File: src/rtl/xgmii_link_pkg.sv
// Shared types and widths for the XGMII link manager.
// The LINK_MGR_STATS_EN build macro (used by xgmii_link_chan) enables per-channel drop counters.
package xgmii_link_pkg;

    localparam int RETRY_W = 4;
    localparam int DROP_W  = 8;

    typedef enum logic [2:0] {
        ST_DISABLED,
        ST_RESET,
        ST_WAIT_DONE,
        ST_WAIT_LOCK,
        ST_UP,
        ST_FAIL
    } chan_state_e;

endpackage

File: src/rtl/xgmii_link_chan.sv
// Single-channel bring-up FSM: reset pulse, qualify, supervise, retry with timeout.
// Define LINK_MGR_STATS_EN to build the saturating UP->RESET drop counter.
module xgmii_link_chan
    import xgmii_link_pkg::*;
#(
    parameter int P_RST_PULSE   = 64,
    parameter int P_UP_CYCLES   = 1024,
    parameter int P_DOWN_CYCLES = 16,
    parameter int P_TIMEOUT     = 1048576,
    parameter int P_RETRY_MAX   = 8
) (
    input  logic               i_clk,
    input  logic               i_rst,
    input  logic               i_en,
    input  logic               i_rst_done,
    input  logic               i_block_sync,
    input  logic               i_pcs_rx_link,
    input  logic               i_clr_fail,
    output logic               o_chan_rst,
    output logic               o_link_up,
    output logic               o_fail,
    output logic [RETRY_W-1:0] o_retry_cnt,
    output logic [DROP_W-1:0]  o_drop_cnt
);

    localparam int RST_W = $clog2(P_RST_PULSE) + 1;
    localparam int TMO_W = $clog2(P_TIMEOUT) + 1;
    localparam int UP_W  = $clog2(P_UP_CYCLES) + 1;
    localparam int DN_W  = $clog2(P_DOWN_CYCLES) + 1;

    localparam logic [RST_W-1:0]   RST_LAST  = RST_W'(P_RST_PULSE - 1);
    localparam logic [TMO_W-1:0]   TMO_LAST  = TMO_W'(P_TIMEOUT - 1);
    localparam logic [UP_W-1:0]    UP_LAST   = UP_W'(P_UP_CYCLES - 1);
    localparam logic [DN_W-1:0]    DN_LAST   = DN_W'(P_DOWN_CYCLES - 1);
    localparam logic [RETRY_W-1:0] RETRY_LIM = RETRY_W'(P_RETRY_MAX);

    chan_state_e        state_q, state_d;
    logic [RST_W-1:0]   rst_cnt_q, rst_cnt_d;
    logic [TMO_W-1:0]   tmo_cnt_q, tmo_cnt_d;
    logic [UP_W-1:0]    up_cnt_q, up_cnt_d;
    logic [DN_W-1:0]    dn_cnt_q, dn_cnt_d;
    logic [RETRY_W-1:0] retry_q, retry_d, retry_inc;
    logic               chan_rst_q, chan_rst_d;
    logic               link_up_q, link_up_d;
    logic               fail_q, fail_d;
    logic               good;

    assign good      = i_rst_done & i_block_sync & i_pcs_rx_link;
    assign retry_inc = retry_q + 1'b1;

    // NOTE: every always_comb target gets a default first so no path leaves it unassigned (no latch).
    always_comb begin
        state_d   = state_q;
        rst_cnt_d = rst_cnt_q;
        tmo_cnt_d = tmo_cnt_q;
        up_cnt_d  = up_cnt_q;
        dn_cnt_d  = dn_cnt_q;
        retry_d   = retry_q;

        if (!i_en) begin
            state_d   = ST_DISABLED;
            rst_cnt_d = '0;
            tmo_cnt_d = '0;
            up_cnt_d  = '0;
            dn_cnt_d  = '0;
            retry_d   = '0;
        end else begin
            unique case (state_q)
                ST_DISABLED: begin
                    state_d   = ST_RESET;
                    rst_cnt_d = '0;
                end
                ST_RESET: begin
                    if (rst_cnt_q == RST_LAST) begin
                        state_d   = ST_WAIT_DONE;
                        tmo_cnt_d = '0;
                        up_cnt_d  = '0;
                    end else begin
                        rst_cnt_d = rst_cnt_q + 1'b1;
                    end
                end
                ST_WAIT_DONE, ST_WAIT_LOCK: begin
                    if (state_q == ST_WAIT_DONE && i_rst_done) state_d = ST_WAIT_LOCK;
                    if (state_q == ST_WAIT_LOCK) up_cnt_d = good ? up_cnt_q + 1'b1 : '0;
                    // Qualification completing on the timeout cycle takes priority.
                    if (state_q == ST_WAIT_LOCK && good && up_cnt_q == UP_LAST) begin
                        state_d  = ST_UP;
                        retry_d  = '0;
                        up_cnt_d = '0;
                        dn_cnt_d = '0;
                    end else if (tmo_cnt_q == TMO_LAST) begin
                        retry_d   = retry_inc;
                        rst_cnt_d = '0;
                        state_d   = (retry_inc == RETRY_LIM) ? ST_FAIL : ST_RESET;
                    end else begin
                        tmo_cnt_d = tmo_cnt_q + 1'b1;
                    end
                end
                ST_UP: begin
                    if (good) begin
                        dn_cnt_d = '0;
                    end else if (dn_cnt_q == DN_LAST) begin
                        state_d   = ST_RESET;
                        rst_cnt_d = '0;
                        dn_cnt_d  = '0;
                    end else begin
                        dn_cnt_d = dn_cnt_q + 1'b1;
                    end
                end
                ST_FAIL: begin
                    if (i_clr_fail) begin
                        state_d   = ST_RESET;
                        retry_d   = '0;
                        rst_cnt_d = '0;
                    end
                end
                default: state_d = ST_DISABLED;
            endcase
        end
    end

    // Outputs are decoded from the next state so they flip on the same edge as the state.
    always_comb begin
        chan_rst_d = (state_d == ST_DISABLED) || (state_d == ST_RESET) || (state_d == ST_FAIL);
        link_up_d  = (state_d == ST_UP);
        fail_d     = (state_d == ST_FAIL);
    end

    // NOTE: sequential state uses non-blocking assignments so all flops update from pre-edge values.
    always_ff @(posedge i_clk or negedge i_rst) begin
        if (!i_rst) begin
            state_q    <= ST_DISABLED;
            rst_cnt_q  <= '0;
            tmo_cnt_q  <= '0;
            up_cnt_q   <= '0;
            dn_cnt_q   <= '0;
            retry_q    <= '0;
            chan_rst_q <= 1'b1;
            link_up_q  <= 1'b0;
            fail_q     <= 1'b0;
        end else begin
            state_q    <= state_d;
            rst_cnt_q  <= rst_cnt_d;
            tmo_cnt_q  <= tmo_cnt_d;
            up_cnt_q   <= up_cnt_d;
            dn_cnt_q   <= dn_cnt_d;
            retry_q    <= retry_d;
            chan_rst_q <= chan_rst_d;
            link_up_q  <= link_up_d;
            fail_q     <= fail_d;
        end
    end

    assign o_chan_rst  = chan_rst_q;
    assign o_link_up   = link_up_q;
    assign o_fail      = fail_q;
    assign o_retry_cnt = retry_q;

`ifdef LINK_MGR_STATS_EN
    logic              drop_evt;
    logic [DROP_W-1:0] drop_cnt_q, drop_cnt_d;

    // Leaving UP for RESET only happens through the down counter, i.e. a link drop.
    assign drop_evt = (state_q == ST_UP) && (state_d == ST_RESET);

    always_comb begin
        drop_cnt_d = drop_cnt_q;
        if (drop_evt && drop_cnt_q != '1) drop_cnt_d = drop_cnt_q + 1'b1;
    end

    always_ff @(posedge i_clk or negedge i_rst) begin
        if (!i_rst) drop_cnt_q <= '0;
        else        drop_cnt_q <= drop_cnt_d;
    end

    assign o_drop_cnt = drop_cnt_q;
`else
    assign o_drop_cnt = '0;
`endif

endmodule

File: src/rtl/xgmii_link_mgr.sv
// Multi-channel 10GBASE-R link supervisor: one xgmii_link_chan per channel plus all-up summary.
// Build macro LINK_MGR_STATS_EN enables the per-channel link-drop counters on o_drop_cnt.
module xgmii_link_mgr
    import xgmii_link_pkg::*;
#(
    parameter int P_CHANNELS    = 4,
    parameter int P_RST_PULSE   = 64,
    parameter int P_UP_CYCLES   = 1024,
    parameter int P_DOWN_CYCLES = 16,
    parameter int P_TIMEOUT     = 1048576,
    parameter int P_RETRY_MAX   = 8
) (
    input  logic                          i_clk,
    input  logic                          i_rst,
    input  logic [P_CHANNELS-1:0]         i_chan_en,
    input  logic [P_CHANNELS-1:0]         i_rst_done,
    input  logic [P_CHANNELS-1:0]         i_block_sync,
    input  logic [P_CHANNELS-1:0]         i_pcs_rx_link,
    input  logic [P_CHANNELS-1:0]         i_clr_fail,
    output logic [P_CHANNELS-1:0]         o_chan_rst,
    output logic [P_CHANNELS-1:0]         o_link_up,
    output logic                          o_all_up,
    output logic [P_CHANNELS-1:0]         o_fail,
    output logic [RETRY_W*P_CHANNELS-1:0] o_retry_cnt,
    output logic [DROP_W*P_CHANNELS-1:0]  o_drop_cnt
);

    logic all_up_q, all_up_d;

    for (genvar k = 0; k < P_CHANNELS; k++) begin : g_chan
        xgmii_link_chan #(
            .P_RST_PULSE  (P_RST_PULSE),
            .P_UP_CYCLES  (P_UP_CYCLES),
            .P_DOWN_CYCLES(P_DOWN_CYCLES),
            .P_TIMEOUT    (P_TIMEOUT),
            .P_RETRY_MAX  (P_RETRY_MAX)
        ) u_chan (
            .i_clk        (i_clk),
            .i_rst        (i_rst),
            .i_en         (i_chan_en[k]),
            .i_rst_done   (i_rst_done[k]),
            .i_block_sync (i_block_sync[k]),
            .i_pcs_rx_link(i_pcs_rx_link[k]),
            .i_clr_fail   (i_clr_fail[k]),
            .o_chan_rst   (o_chan_rst[k]),
            .o_link_up    (o_link_up[k]),
            .o_fail       (o_fail[k]),
            .o_retry_cnt  (o_retry_cnt[RETRY_W*k +: RETRY_W]),
            .o_drop_cnt   (o_drop_cnt[DROP_W*k +: DROP_W])
        );
    end

    // Disabled channels are masked out; with nothing enabled the summary stays low.
    always_comb begin
        all_up_d = (|i_chan_en) && (&(o_link_up | ~i_chan_en));
    end

    always_ff @(posedge i_clk or negedge i_rst) begin
        if (!i_rst) all_up_q <= 1'b0;
        else        all_up_q <= all_up_d;
    end

    assign o_all_up = all_up_q;

endmodule

File: config.mk
export PLATFORM = sky130hd
export DESIGN_NAME = xgmii_link_mgr
export DESIGN_NICKNAME = d
export VERILOG_FILES = /design/src/rtl/xgmii_link_pkg.sv /design/src/rtl/xgmii_link_chan.sv /design/src/rtl/xgmii_link_mgr.sv
export SDC_FILE = /design/constraint.sdc
export NUM_CORES = 1
export LEC_CHECK = 0
export BUFFER_PORTS_ARGS = -buffer_cell sky130_fd_sc_hd__buf_2
export CORE_MARGIN = 2
export CORE_UTILIZATION = 45
export CTS_CLUSTER_SIZE = 10
export DETAILED_ROUTE_END_ITERATION = 10
export PLACE_DENSITY_LB_ADDON = 0.2
export SETUP_SLACK_MARGIN = 0.15
export SYNTH_ARGS = -nofsm -noshare
export SYNTH_HDL_FRONTEND = slang
export SYNTH_HIERARCHICAL = 1
export SYNTH_SLANG_ARGS = --single-unit
File: constraint.sdc
create_clock -name i_clk -period 6.7 [get_ports i_clk]
set_input_delay 0.335 -clock i_clk [delete_from_list [all_inputs] [get_ports i_clk]]
set_output_delay 0.335 -clock i_clk [all_outputs]
set_load 0.01 [all_outputs]
==> metrics.md <==
| Metric | Value |
|---|---|
| Min cycle time layout | 3110 ps |
| Setup Buffers After CTS | 0 |
| Full die area | 30700 sq um |
| Synthesized cell area | 13200 sq um |
| DIE WIDTH | 175 um |
| Commonest non-fill, non-tap cell in the layout | dfrtp_1 |
| Largest net degree at the start of global routing | 128 |
| Leakage | 5.93 nW |
| CP max stage delay | 870 ps |
| Slew @ Worst Pin | 1270 ps |
| CTS tree | built |
| Most used cells in the layout excluding fill and tap cells | dfrtp_1 (213), nand2_1 (124), nor2_1 (99) |
| Initial antenna violation count | 1 |
| Startpoint types | flop |
| Vias | 11173 |
| Worst EP required | 7170 ps |
| Synth Register Bits | 217 |
| Wirelength per Cell | 16.1 um |
| Routed Antenna Nets | 0 |
| Top-area cell type share of the netlist area | 40.5% |
| Power Dens Cells | 204 nW/um^2 |
| Slew Limit Fails | 0 |
| Placed cell count | 1835 |
| Mapped Cells | 1458 |
| WS Path Type | flop to flop |
| Status | finished clean |
| Synth Flop Type | dfrtp_1 |
| Dpl hpwl | 20700 um |
| Post-route clock period utilization | 46.5% |
| CP max stage cell | nor2_1 |
| H-tree depth | 1 |
| CP Max Fanout | 16 |
| Initial drt markers | 816 |
| Residual DRC | 0 |
| Initial Util | 45.8% |
| Worst ir drop on vdd | 178 uV |
| Max_cap viols | 0 |
| Hold buffer count at CTS | 1 |
| Proportion of layout cells with a drive suffix above 1 | 11.5% |
| Port Buf Inserts | 50 |
| Num rows | 62 |
| Number of synthesized flops with an enable pin | 0 |
| Setup TNS | 0 ps |
| PostCTS Resize Cnt | 0 |
| Final Wtd Congestion | 0.834 |
| Ports | 83 |
| CTS Root Cell | clkbuf_16 |
| CP arrival | 3580 ps |
| Placed instance area | 13500 sq um |
| Async set-reset flop share out of synthesis | 100% |
| Grt ovf | 0 |
| Synth top area cells | dfrtp_1 (40%), nand3_1 (3.7%), nand2_1 (3.5%) |
| Largest area contributor in the netlist | dfrtp_1 |
| Clock transition at path regs | 50 ps |
| Worst hold-check path type | primary input to flop |
| Max-slew headroom | 15.3% |
| DR pass1 iterations | 5 |
| Worst-skew pair later-pin latency | 540 ps |
| YS warnings | 6 |
| Mean Syn Cell Area | 9.03 sq um |
| Post-Place Setup Slack | 3610 ps |
| Cell variety after synth | 85 |
| Critical path capture point type | flop |
| Detailed-route vias per instance | 5.92 |
| Worst-path cell chain | nand2b_1, nor2_1, a21oi_1, a31oi_1, and2_1 |
| First-pass GRT wire length | 52000 um |
| Fin nets | 1523 |
| Final Cell Area | 14400 sq um |
| Clock sink count | 217 |
| Core ar. | 28800 sq um |
| Final setup skew | 19.3 ps |
| Post-synthesis sequential area ratio | 41.3% |
| Final setup fails | 0 |
| Diodes inserted | 0 |
| Clock buffer depth | 3 |
| Post-layout worst setup margin | 3590 ps |
| Die Span Y | 175 um |
| FMAX | 321 MHz |
| Post-Layout Cell Count | 1886 |
| Fin. Hold Viols | 0 |
| TritonCTS Buffers | 27 |
| RSZ-0062 raised after global routing | no |
| Layout overhead on the synthesized area | 9.38% |
| Gr usage total | 19.8% |
| Vias in the first global route | 10713 |
| DRT Wirelength | 30300 um |
layout make-up:
| type | instances | area, sq um |
|---|---|---|
| well taps | 384 | 480 |
| clock buffers | 49 | 848 |
| clock inverters | 1 | 8.76 |
| fillers | 2711 | 14400 |
| multi-input cells | 1118 | 7080 |
| flip-flops and latches | 217 | 5440 |
| repair buffers | 60 | 338 |
| inverters | 57 | 214 |
report_power, final:
group | switching, mW | internal [mW] | total, mW
Clock | 0.550 | 0.844 | 1.39
Sequential | 0.0242 | 1.33 | 1.35
Combinational | 0.128 | 0.0570 | 0.185
flip-flops by register name, indices dropped and copies added (netlist names):
register and cells:
g_chan.u_chan/dn_cnt_q 20, g_chan.u_chan/o_chan_rst 4, g_chan.u_chan/o_fail 4, g_chan.u_chan/o_link_up 4, g_chan.u_chan/o_retry_cnt 16, g_chan.u_chan/rst_cnt_q 28
g_chan.u_chan/state_q 12, g_chan.u_chan/tmo_cnt_q 84, g_chan.u_chan/up_cnt_q 44, o_all_up 1
critical path, delay by kind of cell, from the launching register on:
family | cells | cell delay (ps)
and+or+nand+nor | 3 | 1360
DFF | 1 | 500
AOI/OAI and AO/OA | 2 | 1200
worst paths after layout:
kind                                                            from                                   endpoint  slack (ps)  cells after the start
max                            g_chan[2].u_chan/state_q[2]$_DFF_PN0_       g_chan[2].u_chan/o_link_up$_DFF_PN0_        3590                      5
min                                                     i_chan_en[2]      g_chan[2].u_chan/state_q[1]$_DFF_PN0_         210                      3
max reg2reg                    g_chan[2].u_chan/state_q[2]$_DFF_PN0_       g_chan[2].u_chan/o_link_up$_DFF_PN0_        3590                      5
min reg2reg                g_chan[3].u_chan/up_cnt_q[10]$_DFFE_PN0P_  g_chan[3].u_chan/up_cnt_q[10]$_DFFE_PN0P_         480                      1
max in group asynchronous                                      i_rst  g_chan[2].u_chan/tmo_cnt_q[2]$_DFFE_PN0P_        4920                      3
min in group asynchronous                                      i_rst   g_chan[3].u_chan/up_cnt_q[5]$_DFFE_PN0P_         480                      2
cell families (layout without fill, tap and decap cells):
kind of cell | Yosys count | after routing | share of synthesized area (%)
multiplexers | 38 | 38 | 2.98
flip-flops | 217 | 217 | 41.3
AND/OR/NAND/NOR | 638 | 638 | 26.8
other | 4 | 32 | 0.114
adder cells (fa/ha/maj) | 20 | 20 | 1.90
buffers and inverters | 151 | 167 | 5.77
AO/OA/AOI/OAI | 367 | 367 | 19.7
XOR/XNOR | 23 | 23 | 1.53
routing by layer:
layer	track usage, %	routed length [um]
met3	2.44	1230
met2	33.0	14100
met4	4.44	561
met5	0	7
met1	27.8	14400
per-stage QoR:
| stage | utilization [%] | hold WS (ps) | power, mW |
|---|---|---|---|
| floorplan | - | 39.4 | 1.50 |
| detailed placement | 47.0 | 471 | 1.56 |
| finish | 50.1 | 205 | 2.93 |
| global route | 50.1 | 208 | 3.05 |
| CTS | 50.1 | 186 | 2.98 |
| global placement | 47.0 | 462 | 1.56 |
synthesized netlist by cell type (all sizes together) (7+ instances only):
cell / n
xnor2: 14
or4: 35
a31oi: 18
dfrtp: 213
and2: 20
or2: 24
o41ai: 17
o21ai: 77
o311ai: 11
a211oi: 7
a22o: 19
a21oi: 72
ha: 20
nor3: 46
nor4: 15
or3: 18
a21o: 9
nand2b: 28
nor2b: 20
inv: 57
nand4: 34
nor2: 100
clkbuf: 33
and3: 34
nand4b: 10
and4: 9
o2111ai: 8
o211ai: 14
mux2: 10
nand3: 105
o2bb2ai: 12
buf: 61
a21boi: 14
nand2: 124
mux2i: 28
o31ai: 29
xor2: 9
(Power assumes the default switching activity.)
